<file path="src/rtl/fetch_unit.sv">
// Instruction fetch front end: one outstanding memory read, skid buffer toward the
// instruction queue, redirect squash. Optional JAL prediction via FETCH_JAL_PREDICT_EN.
module fetch_unit #(
    parameter logic [31:0] RESET_PC = 32'h0000_0000
) (
    input  logic        clk,
    input  logic        rst,
    input  logic        redirect_i,
    input  logic [31:0] redirect_pc_i,
    output logic        mem_req_o,
    output logic [31:0] mem_addr_o,
    input  logic        mem_gnt_i,
    input  logic        mem_rvalid_i,
    input  logic [31:0] mem_rdata_i,
    output logic        iq_we_o,
    output logic [31:0] iq_inst_o,
    output logic [31:0] iq_pc_o,
    input  logic        iq_full_i
);

    localparam int unsigned XLEN = 32;

    typedef enum logic [2:0] {
        S_IDLE,
        S_REQ,
        S_WAIT,
        S_HOLD,
        S_DISCARD
    } state_t;

    state_t            state_q, state_d;
    logic [XLEN-1:0]   pc_q, pc_d;
    logic [XLEN-1:0]   req_pc_q, req_pc_d;
    logic [XLEN-1:0]   hold_inst_q, hold_inst_d;
    logic [XLEN-1:0]   hold_pc_q, hold_pc_d;
    logic [XLEN-1:0]   fetch_next_pc;

    // Successor of the instruction currently returning from memory.
`ifdef FETCH_JAL_PREDICT_EN
    logic            is_jal;
    logic [XLEN-1:0] jal_imm;
    assign is_jal  = (mem_rdata_i[6:0] == 7'b1101111);
    assign jal_imm = {{11{mem_rdata_i[31]}}, mem_rdata_i[31], mem_rdata_i[19:12],
                      mem_rdata_i[20], mem_rdata_i[30:21], 1'b0};
    assign fetch_next_pc = is_jal ? (req_pc_q + jal_imm) : (req_pc_q + XLEN'(4));
`else
    assign fetch_next_pc = req_pc_q + XLEN'(4);
`endif

    always_ff @(posedge clk or posedge rst) begin
        if (rst) begin
            state_q     <= S_IDLE;
            pc_q        <= RESET_PC;
            req_pc_q    <= '0;
            hold_inst_q <= '0;
            hold_pc_q   <= '0;
        end else begin
            state_q     <= state_d;
            pc_q        <= pc_d;
            req_pc_q    <= req_pc_d;
            hold_inst_q <= hold_inst_d;
            hold_pc_q   <= hold_pc_d;
        end
    end

    always_comb begin
        state_d     = state_q;
        pc_d        = pc_q;
        req_pc_d    = req_pc_q;
        hold_inst_d = hold_inst_q;
        hold_pc_d   = hold_pc_q;
        mem_req_o   = 1'b0;
        mem_addr_o  = '0;
        iq_we_o     = 1'b0;
        iq_inst_o   = '0;
        iq_pc_o     = '0;

        case (state_q)
            S_IDLE: begin
                state_d = S_REQ;
            end
            S_REQ: begin
                mem_req_o  = 1'b1;
                mem_addr_o = pc_q;
                if (redirect_i) begin
                    pc_d = redirect_pc_i;
                    if (mem_gnt_i) state_d = S_DISCARD;
                end else if (mem_gnt_i) begin
                    req_pc_d = pc_q;
                    state_d  = S_WAIT;
                end
            end
            S_WAIT: begin
                if (redirect_i) begin
                    pc_d    = redirect_pc_i;
                    state_d = mem_rvalid_i ? S_REQ : S_DISCARD;
                end else if (mem_rvalid_i) begin
                    pc_d = fetch_next_pc;
                    if (iq_full_i) begin
                        hold_inst_d = mem_rdata_i;
                        hold_pc_d   = req_pc_q;
                        state_d     = S_HOLD;
                    end else begin
                        iq_we_o   = 1'b1;
                        iq_inst_o = mem_rdata_i;
                        iq_pc_o   = req_pc_q;
                        state_d   = S_REQ;
                    end
                end
            end
            S_HOLD: begin
                iq_inst_o = hold_inst_q;
                iq_pc_o   = hold_pc_q;
                if (redirect_i) begin
                    pc_d        = redirect_pc_i;
                    hold_inst_d = '0;
                    hold_pc_d   = '0;
                    state_d     = S_REQ;
                end else if (!iq_full_i) begin
                    iq_we_o = 1'b1;
                    state_d = S_REQ;
                end
            end
            S_DISCARD: begin
                // Orphaned response of a squashed fetch is swallowed here.
                if (redirect_i) pc_d = redirect_pc_i;
                if (mem_rvalid_i) state_d = S_REQ;
            end
            default: begin
                state_d = S_IDLE;
            end
        endcase
    end

endmodule

</file>
<file path="config.mk">
export PLATFORM = sky130hd
export DESIGN_NAME = fetch_unit
export DESIGN_NICKNAME = d
export VERILOG_FILES = /design/src/rtl/fetch_unit.sv
export SDC_FILE = /design/constraint.sdc
export NUM_CORES = 1
export LEC_CHECK = 0
export BUFFER_PORTS_ARGS = -buffer_cell sky130_fd_sc_hd__clkbuf_2
export CAP_MARGIN = 20
export CORE_ASPECT_RATIO = 1.2
export CORE_MARGIN = 3
export CORE_UTILIZATION = 54
export DETAILED_ROUTE_END_ITERATION = 7
export GPL_ROUTABILITY_DRIVEN = 1
export PLACE_DENSITY = 0.82
export SYNTH_ARGS = -nofsm -noshare
export SYNTH_HDL_FRONTEND = slang
export SYNTH_SLANG_ARGS = --single-unit
</file>
<file path="constraint.sdc">
create_clock -name clk -period 5.2 [get_ports clk]
set_input_delay 0.26 -clock clk [delete_from_list [all_inputs] [get_ports clk]]
set_output_delay 0.26 -clock clk [all_outputs]
set_load 0.005 [all_outputs]
</file>
==> results of run 1 <==
==> sequential cells by signal, summed over array words and instances, names as in the netlist <==
register	count
hold_inst_q	32
state_q	3
hold_pc_q	32
pc_q	32
req_pc_q	32
==> layer usage <==
metal | part of all wire (%) | GRT usage [%]
met3 | 6.6 | 5.19
met2 | 49 | 41.4
met4 | 2.1 | 9.21
met5 | 0 | 0
met1 | 43 | 32.2
==> power breakdown <==
group          internal [W]  switching (W)  total, W
sequential          0.00143       0.000419   0.00185
clock              0.000714       0.000403   0.00112
combinational      0.000643       0.000684   0.00133
==> per-stage QoR <==
stage / instances / power (W) / utilization [%] / worst slack (ns) / instance area [µm²]
4_1_cts: 902 / 0.00430 / 67.4 / 1.39 / 7970
6_report: 904 / 0.00429 / 67.6 / 1.78 / 8000
3_5_place_dp: 872 / 0.00317 / 62.7 / 1.82 / 7420
5_1_grt: 904 / 0.00457 / 67.6 / 1.61 / 8000
3_3_place_gp: 872 / 0.00308 / 62.7 / 1.97 / 7420
2_1_floorplan: 600 / 0.00274 / - / 1.44 / 6690
==> cells by family after synthesis <==
family | count (synthesis) | synth area share [%]
AO/OA/AOI/OAI | 175 | 22.0
AND/OR/NAND/NOR | 164 | 13.1
flip-flops | 131 | 49.0
buffers and inverters | 62 | 5.65
multiplexers | 38 | 6.30
XOR/XNOR | 29 | 3.80
adder cells (fa/ha/maj) | 1 | 0.187
==> layout make-up <==
type / count / share of cell area, %
repair buffers: 175 / 11.4
clock inverters: 4 / 0.594
well taps: 157 / 2.46
flip-flops and latches: 131 / 41.0
clock buffers: 26 / 6.37
multi-input cells: 407 / 38.0
inverters: 4 / 0.219
==> synthesized netlist by cell type, drive strengths merged (7+ instances only) <==
master  count
mux2       33
nand2      54
a22o      128
and3        8
o221ai     17
xor2       22
nand3      11
o21ai      11
dfrtp     131
clkbuf     27
buf        31
nand4      13
nor2       22
and2       34
xnor2       7
==> path summary, 6_finish.rpt <==
kind	start	to	cells past startpoint
worst max-delay path	state_q[1]	iq_inst_o[24]	7
worst min-delay path	rst	hold_inst_q[6]	2
worst max register to register	state_q[1]	hold_inst_q[11]	6
worst min register to register	pc_q[10]	pc_q[10]	2
max in group asynchronous	rst	hold_pc_q[14]	3
min in group clk	mem_rdata_i[9]	hold_inst_q[9]	2
==> results.json, run 1 <==
{
  "clk_path_buf_depth": 2,
  "yosysTopAreaCell": "dfrtp_1",
  "netlist_area_um2": 6690,
  "grt_use_total_pct": 24.9,
  "route.detailed.drc": 0,
  "cp.arrival_ns": 3.16,
  "post_cts_buffers": 0,
  "clk_pin_slew_worst_paths_ns": 0.05,
  "yosys_warnings": 0,
  "place_congestion": 0.824,
  "rsz0062_at_grt": "false",
  "drt_iter0_drc": 458,
  "viasPerCell": 6.00,
  "die_area_um2": 13800,
  "start_util_pct": 56.5,
  "num_vias": 5425,
  "final_common_cell": "clkbuf_2",
  "nets": 807,
  "setup_violations": 0,
  "cts_tree": "built",
  "slowest_delay_ns": 0.58,
  "status": "completed",
  "max_freq_mhz": 292,
  "first_global_vias": 5421,
  "h-tree-depth": 4,
  "finalHoldViolations": 0,
  "first_pass_iters": 5,
  "grt_max_degree": 70,
  "wl_per_cell_um": 18.6,
  "synth_ff_type": "dfrtp_1",
  "netlist_instances": 600,
  "insertedDiodeCount": 0,
  "regToRegSetupSlack_ns": 1.83,
  "drv_slew": 0,
  "ys_ff_latch": 131,
  "coreArea_um2": 11800,
  "grt-ovfl-total": 0,
  "crit_path_top_delay_cell": "dfrtp_1",
  "synth-seq-area-share_pct": 49.0,
  "crit_buf_inv": 3,
  "leakage_nw": 3.96,
  "ys_types": 48,
  "p_per_area_nw_per_um2": 536,
  "clkSinkCount": 131,
  "cts.repair.resized": 0,
  "clk_latency_ns": 0.41,
  "fin_crit_sh_pct": 65.8,
  "avgSynthCellArea_um2": 11.1,
  "fillCellCount": 902,
  "fin_crit_ns": 3.42,
  "synth-edff-count": 0,
  "path_max_fanout": 33,
  "slew_headroom_pct": 28.1,
  "fp-row-count": 43,
  "multi_input_area_um2": 3040,
  "port_buffers": 167,
  "cts_buffers": 17,
  "crit_family": "simple AND/OR/NAND/NOR gates",
  "drt-total-wl_mm": 16.8,
  "syn_nets": 671,
  "ys_top_cells_by_area": "dfrtp_1 (49%), a22o_1 (17%), mux2_2 (4.4%)",
  "tightestPinTransition_ns": 1.08,
  "cts-root-buf": "clkbuf_16",
  "antenna_found_initial": 0,
  "crit_path_end_kind": "output port",
  "worstPathCellList": "or3b_1 -> or3b_4 -> nor2_4 -> buf_12 -> buf_4 -> a22o_1 -> clkbuf_2",
  "hpwl_mm": 11.0,
  "pin_count": 168,
  "die_w_um": 108,
  "synthDominantCellAreaShare_pct": 49.0,
  "hp-class": "in -> async",
  "critical_path_class": "reg -> out",
  "cts_hold_buf": 0,
  "layout_common_cells": "clkbuf_2 (167), dfrtp_1 (131), a22o_1 (128)",
  "drv_cap": 0,
  "regArea_um2": 3280,
  "async_reset_ff_share_pct": 100,
  "area_growth_pct": 19.6,
  "cp.required_ns": 4.94,
  "ant_nets": 0,
  "layout-drive-gt1-share_pct": 32.0,
  "fp.dieH_um": 128,
  "ir_drop_uv": 251,
  "grt_pass1_wl_mm": 27.2,
  "clock_skew_ns": 0.00950,
  "fin_hold_ws_ns": 0.00461,
  "cp-start-kind": "register",
  "fin_tns_setup_ns": 0
}
(Power assumes the default switching activity.)
==> run 2, diff against run 1 <==
--- a/config.mk
+++ b/config.mk
@@ -5,14 +5,15 @@
 export SDC_FILE = /design/constraint.sdc
 export NUM_CORES = 1
 export LEC_CHECK = 0
+export ABC_AREA = 1
 export BUFFER_PORTS_ARGS = -buffer_cell sky130_fd_sc_hd__clkbuf_2
 export CAP_MARGIN = 20
 export CORE_ASPECT_RATIO = 1.2
 export CORE_MARGIN = 3
-export CORE_UTILIZATION = 54
+export CORE_UTILIZATION = 49
 export DETAILED_ROUTE_END_ITERATION = 7
 export GPL_ROUTABILITY_DRIVEN = 1
-export PLACE_DENSITY = 0.82
+export PLACE_DENSITY = 0.78
 export SYNTH_ARGS = -nofsm -noshare
 export SYNTH_HDL_FRONTEND = slang
 export SYNTH_SLANG_ARGS = --single-unit
==> constraint.sdc (replaced) <==
create_clock -name clk -period 2.9 [get_ports clk]
set_input_delay 0.145 -clock clk [delete_from_list [all_inputs] [get_ports clk]]
set_output_delay 0.145 -clock clk [all_outputs]
set_load 0.005 [all_outputs]
==> run 2 against run 1 <==
  * Die area rose by 14%
  * Hold slack improved by 0.0051 ns
  * Final area rose by 9.7%
  * Utilization fell by 4.3 points
  * Sequential power rose by 66%
  * Synthesized area rose by 4.6%
  * Clock-buffer cell count fell by 8
  * Register-to-register slack got worse by 0.90 ns
  * Largest power group is now combinational logic
==> results.json, run 2 <==
{
  "status": "completed",
  "grt_pass1_wl_mm": 31.1,
  "clkSinkCount": 131,
  "layout_common_cells": "nand2_1 (202), inv_1 (188), clkbuf_2 (167)",
  "grt-ovfl-total": 0,
  "drt-total-wl_mm": 19.9,
  "crit_family": "buffers and inverters",
  "p_sw_w": 0.00336,
  "r2r.worst_path.cells": 10,
  "pin_count": 168,
  "h-tree-depth": 4,
  "cp.required_ns": 2.76,
  "seqPwrFrac_pct": 36.6,
  "coreArea_um2": 13900,
  "placed_area_um2": 7930,
  "ys_types": 30,
  "ir_drop_uv": 426,
  "fin_crit_ns": 2.46,
  "multi_input_area_um2": 2760,
  "crit_path_top_delay_cell": "inv_2",
  "final_common_cell": "nand2_1",
  "synth_ff_type": "dfrtp_1",
  "rsz0062_at_grt": "false",
  "hp-start": "redirect_pc_i[4]",
  "die_area_um2": 15700,
  "synthDominantCellAreaShare_pct": 46.9,
  "critPathLaunch": "state_q[2]",
  "netlist_instances": 948,
  "cts_buffers": 17,
  "crit_path_end_kind": "output port",
  "synth-edff-count": 0,
  "synth_most_common_cell": "nand2_1",
  "grt_use_total_pct": 25.1,
  "ys_top_cells_by_area": "dfrtp_1 (47%), o22ai_1 (12%), nand2_1 (11%)",
  "fin_crit_sh_pct": 84.9,
  "synth-seq-area-share_pct": 46.9,
  "layout-drive-gt1-share_pct": 20.1,
  "worstPathCellList": "inv_2 -> nand2_2 -> nor2_1 -> inv_2 -> buf_4 -> o22ai_1 -> clkbuf_2",
  "drt_iter0_drc": 384,
  "finalHoldViolations": 0,
  "die_w_um": 115,
  "power_frac_comb_pct": 37.7,
  "max_freq_mhz": 406,
  "leakage_nw": 4.48,
  "fin_tns_setup_ns": 0,
  "cp-start-kind": "register",
  "drv_cap": 0,
  "hpwl_mm": 13.8,
  "slowest_delay_ns": 0.49,
  "cts-root-buf": "clkbuf_16",
  "insertedDiodeCount": 0,
  "synth_common_cells": "nand2_1 (202), inv_1 (189), dfrtp_1 (131)",
  "nets": 1194,
  "cp.arrival_ns": 2.32,
  "place_congestion": 0.942,
  "cts_tree": "built",
  "route.detailed.drc": 0,
  "intPower_w": 0.00505,
  "first_global_vias": 6465,
  "p_per_area_nw_per_um2": 958,
  "antenna_found_initial": 0,
  "path_max_fanout": 35,
  "clock_skew_ns": 0.00976,
  "viasPerCell": 5.26,
  "avgSynthCellArea_um2": 7.38,
  "critical_path_class": "reg -> out",
  "tightestPinTransition_ns": 0.781,
  "hold-path-cell-count": 3,
  "sw_frac_of_total_pct": 40.0,
  "fp.dieH_um": 137,
  "drv_slew": 0,
  "first_pass_iters": 5,
  "netlist_area_um2": 6990,
  "regToRegSetupSlack_ns": 0.93,
  "grt_max_degree": 132,
  "syn_nets": 1019,
  "hp-class": "in -> reg",
  "num_vias": 6872,
  "worstReg2RegStart": "req_pc_q[3]",
  "clk_pin_slew_worst_paths_ns": 0.06,
  "design_area_um2": 8780,
  "area_growth_pct": 25.5,
  "ys_ff_latch": 131,
  "port_buffers": 167,
  "setup_violations": 0,
  "ant_nets": 0,
  "async_reset_ff_share_pct": 100,
  "post_cts_buffers": 0,
  "fp-row-count": 47,
  "clk_latency_ns": 0.41,
  "path_depth": 7,
  "clockPowerShare_pct": 25.7,
  "clk_path_buf_depth": 2,
  "regArea_um2": 3280,
  "cts_hold_buf": 25,
  "wl_per_cell_um": 15.3,
  "slew_headroom_pct": 47.7,
  "crit_buf_inv": 4,
  "start_util_pct": 50.4,
  "yosysTopAreaCell": "dfrtp_1",
  "cp_common_cell": "inv_2",
  "fillCellCount": 1244,
  "cts.repair.resized": 0,
  "yosys_warnings": 0
}
-- run 2: path summary, 6_finish.rpt --
path | endpoint
worst min register to register | pc_q[30]
worst max-delay path | iq_inst_o[10]
max in group asynchronous | hold_inst_q[18]
worst min-delay path | pc_q[4]
min in group asynchronous | hold_inst_q[23]
worst max register to register | pc_q[26]
-- run 2: cell families after synthesis --
logic type	count (synthesis)	synth area share, %
AOI/OAI and AO/OA	220	18.4
DFF	131	46.9
and+or+nand+nor	350	20.2
xor gates and xnor gates	4	0.501
adders and majority gates	1	0.179
buffers and inverters	242	13.8
-- run 2: stage by stage --
step	instances	total power [W]	hold slack, ns	setup WS [ns]	util (%)
3_3_place_gp	1250	0.00608	0.394	0.912	57.1
2_1_floorplan	948	0.00517	0.292	1.13	-
6_report	1307	0.00841	0.00969	0.438	63.3
3_5_place_dp	1250	0.00620	0.396	0.908	57.1
4_1_cts	1307	0.00843	0.0000828	0.459	63.3
5_1_grt	1307	0.00903	0.0188	0.293	63.3
-- run 2: area by class of cell --
class,count,area share (%)
sequential,131,37.3
multi-input combinational,575,31.5
timing repair buffer,205,13.6
inverter,193,8.29
clock buffer,18,5.00
tap,171,2.44
clock inverter,14,1.84
-- run 2: power groups by stage --
stage,clock (W),combinational [W],sequential (W)
2_1_floorplan,0,0.00226,0.00291
5_1_grt,0.00227,0.00361,0.00315
3_5_place_dp,0,0.00311,0.00308
3_3_place_gp,0,0.00302,0.00306
4_1_cts,0.00219,0.00318,0.00306
6_report,0.00216,0.00317,0.00308
-- run 2: routing by layer --
layer / part of all wire [%] / wire, µm / track usage (%) / vias up
met5: 0 / 0 / 0 / -
met4: 2.4 / 484 / 8.94 / 0
met3: 6.2 / 1250 / 5.09 / 38
met2: 48 / 9560 / 41.7 / 257
met1: 43 / 8650 / 32.4 / 3171
li1: - / - / - / 3406
-- run 2: worst register-to-register path, delay by kind of cell, from the launching register on --
family,cells,cell delay (ns)
adders and majority gates,1,0.32
buffers and inverters,2,0.26
DFF,1,0.51
and+or+nand+nor,7,0.79
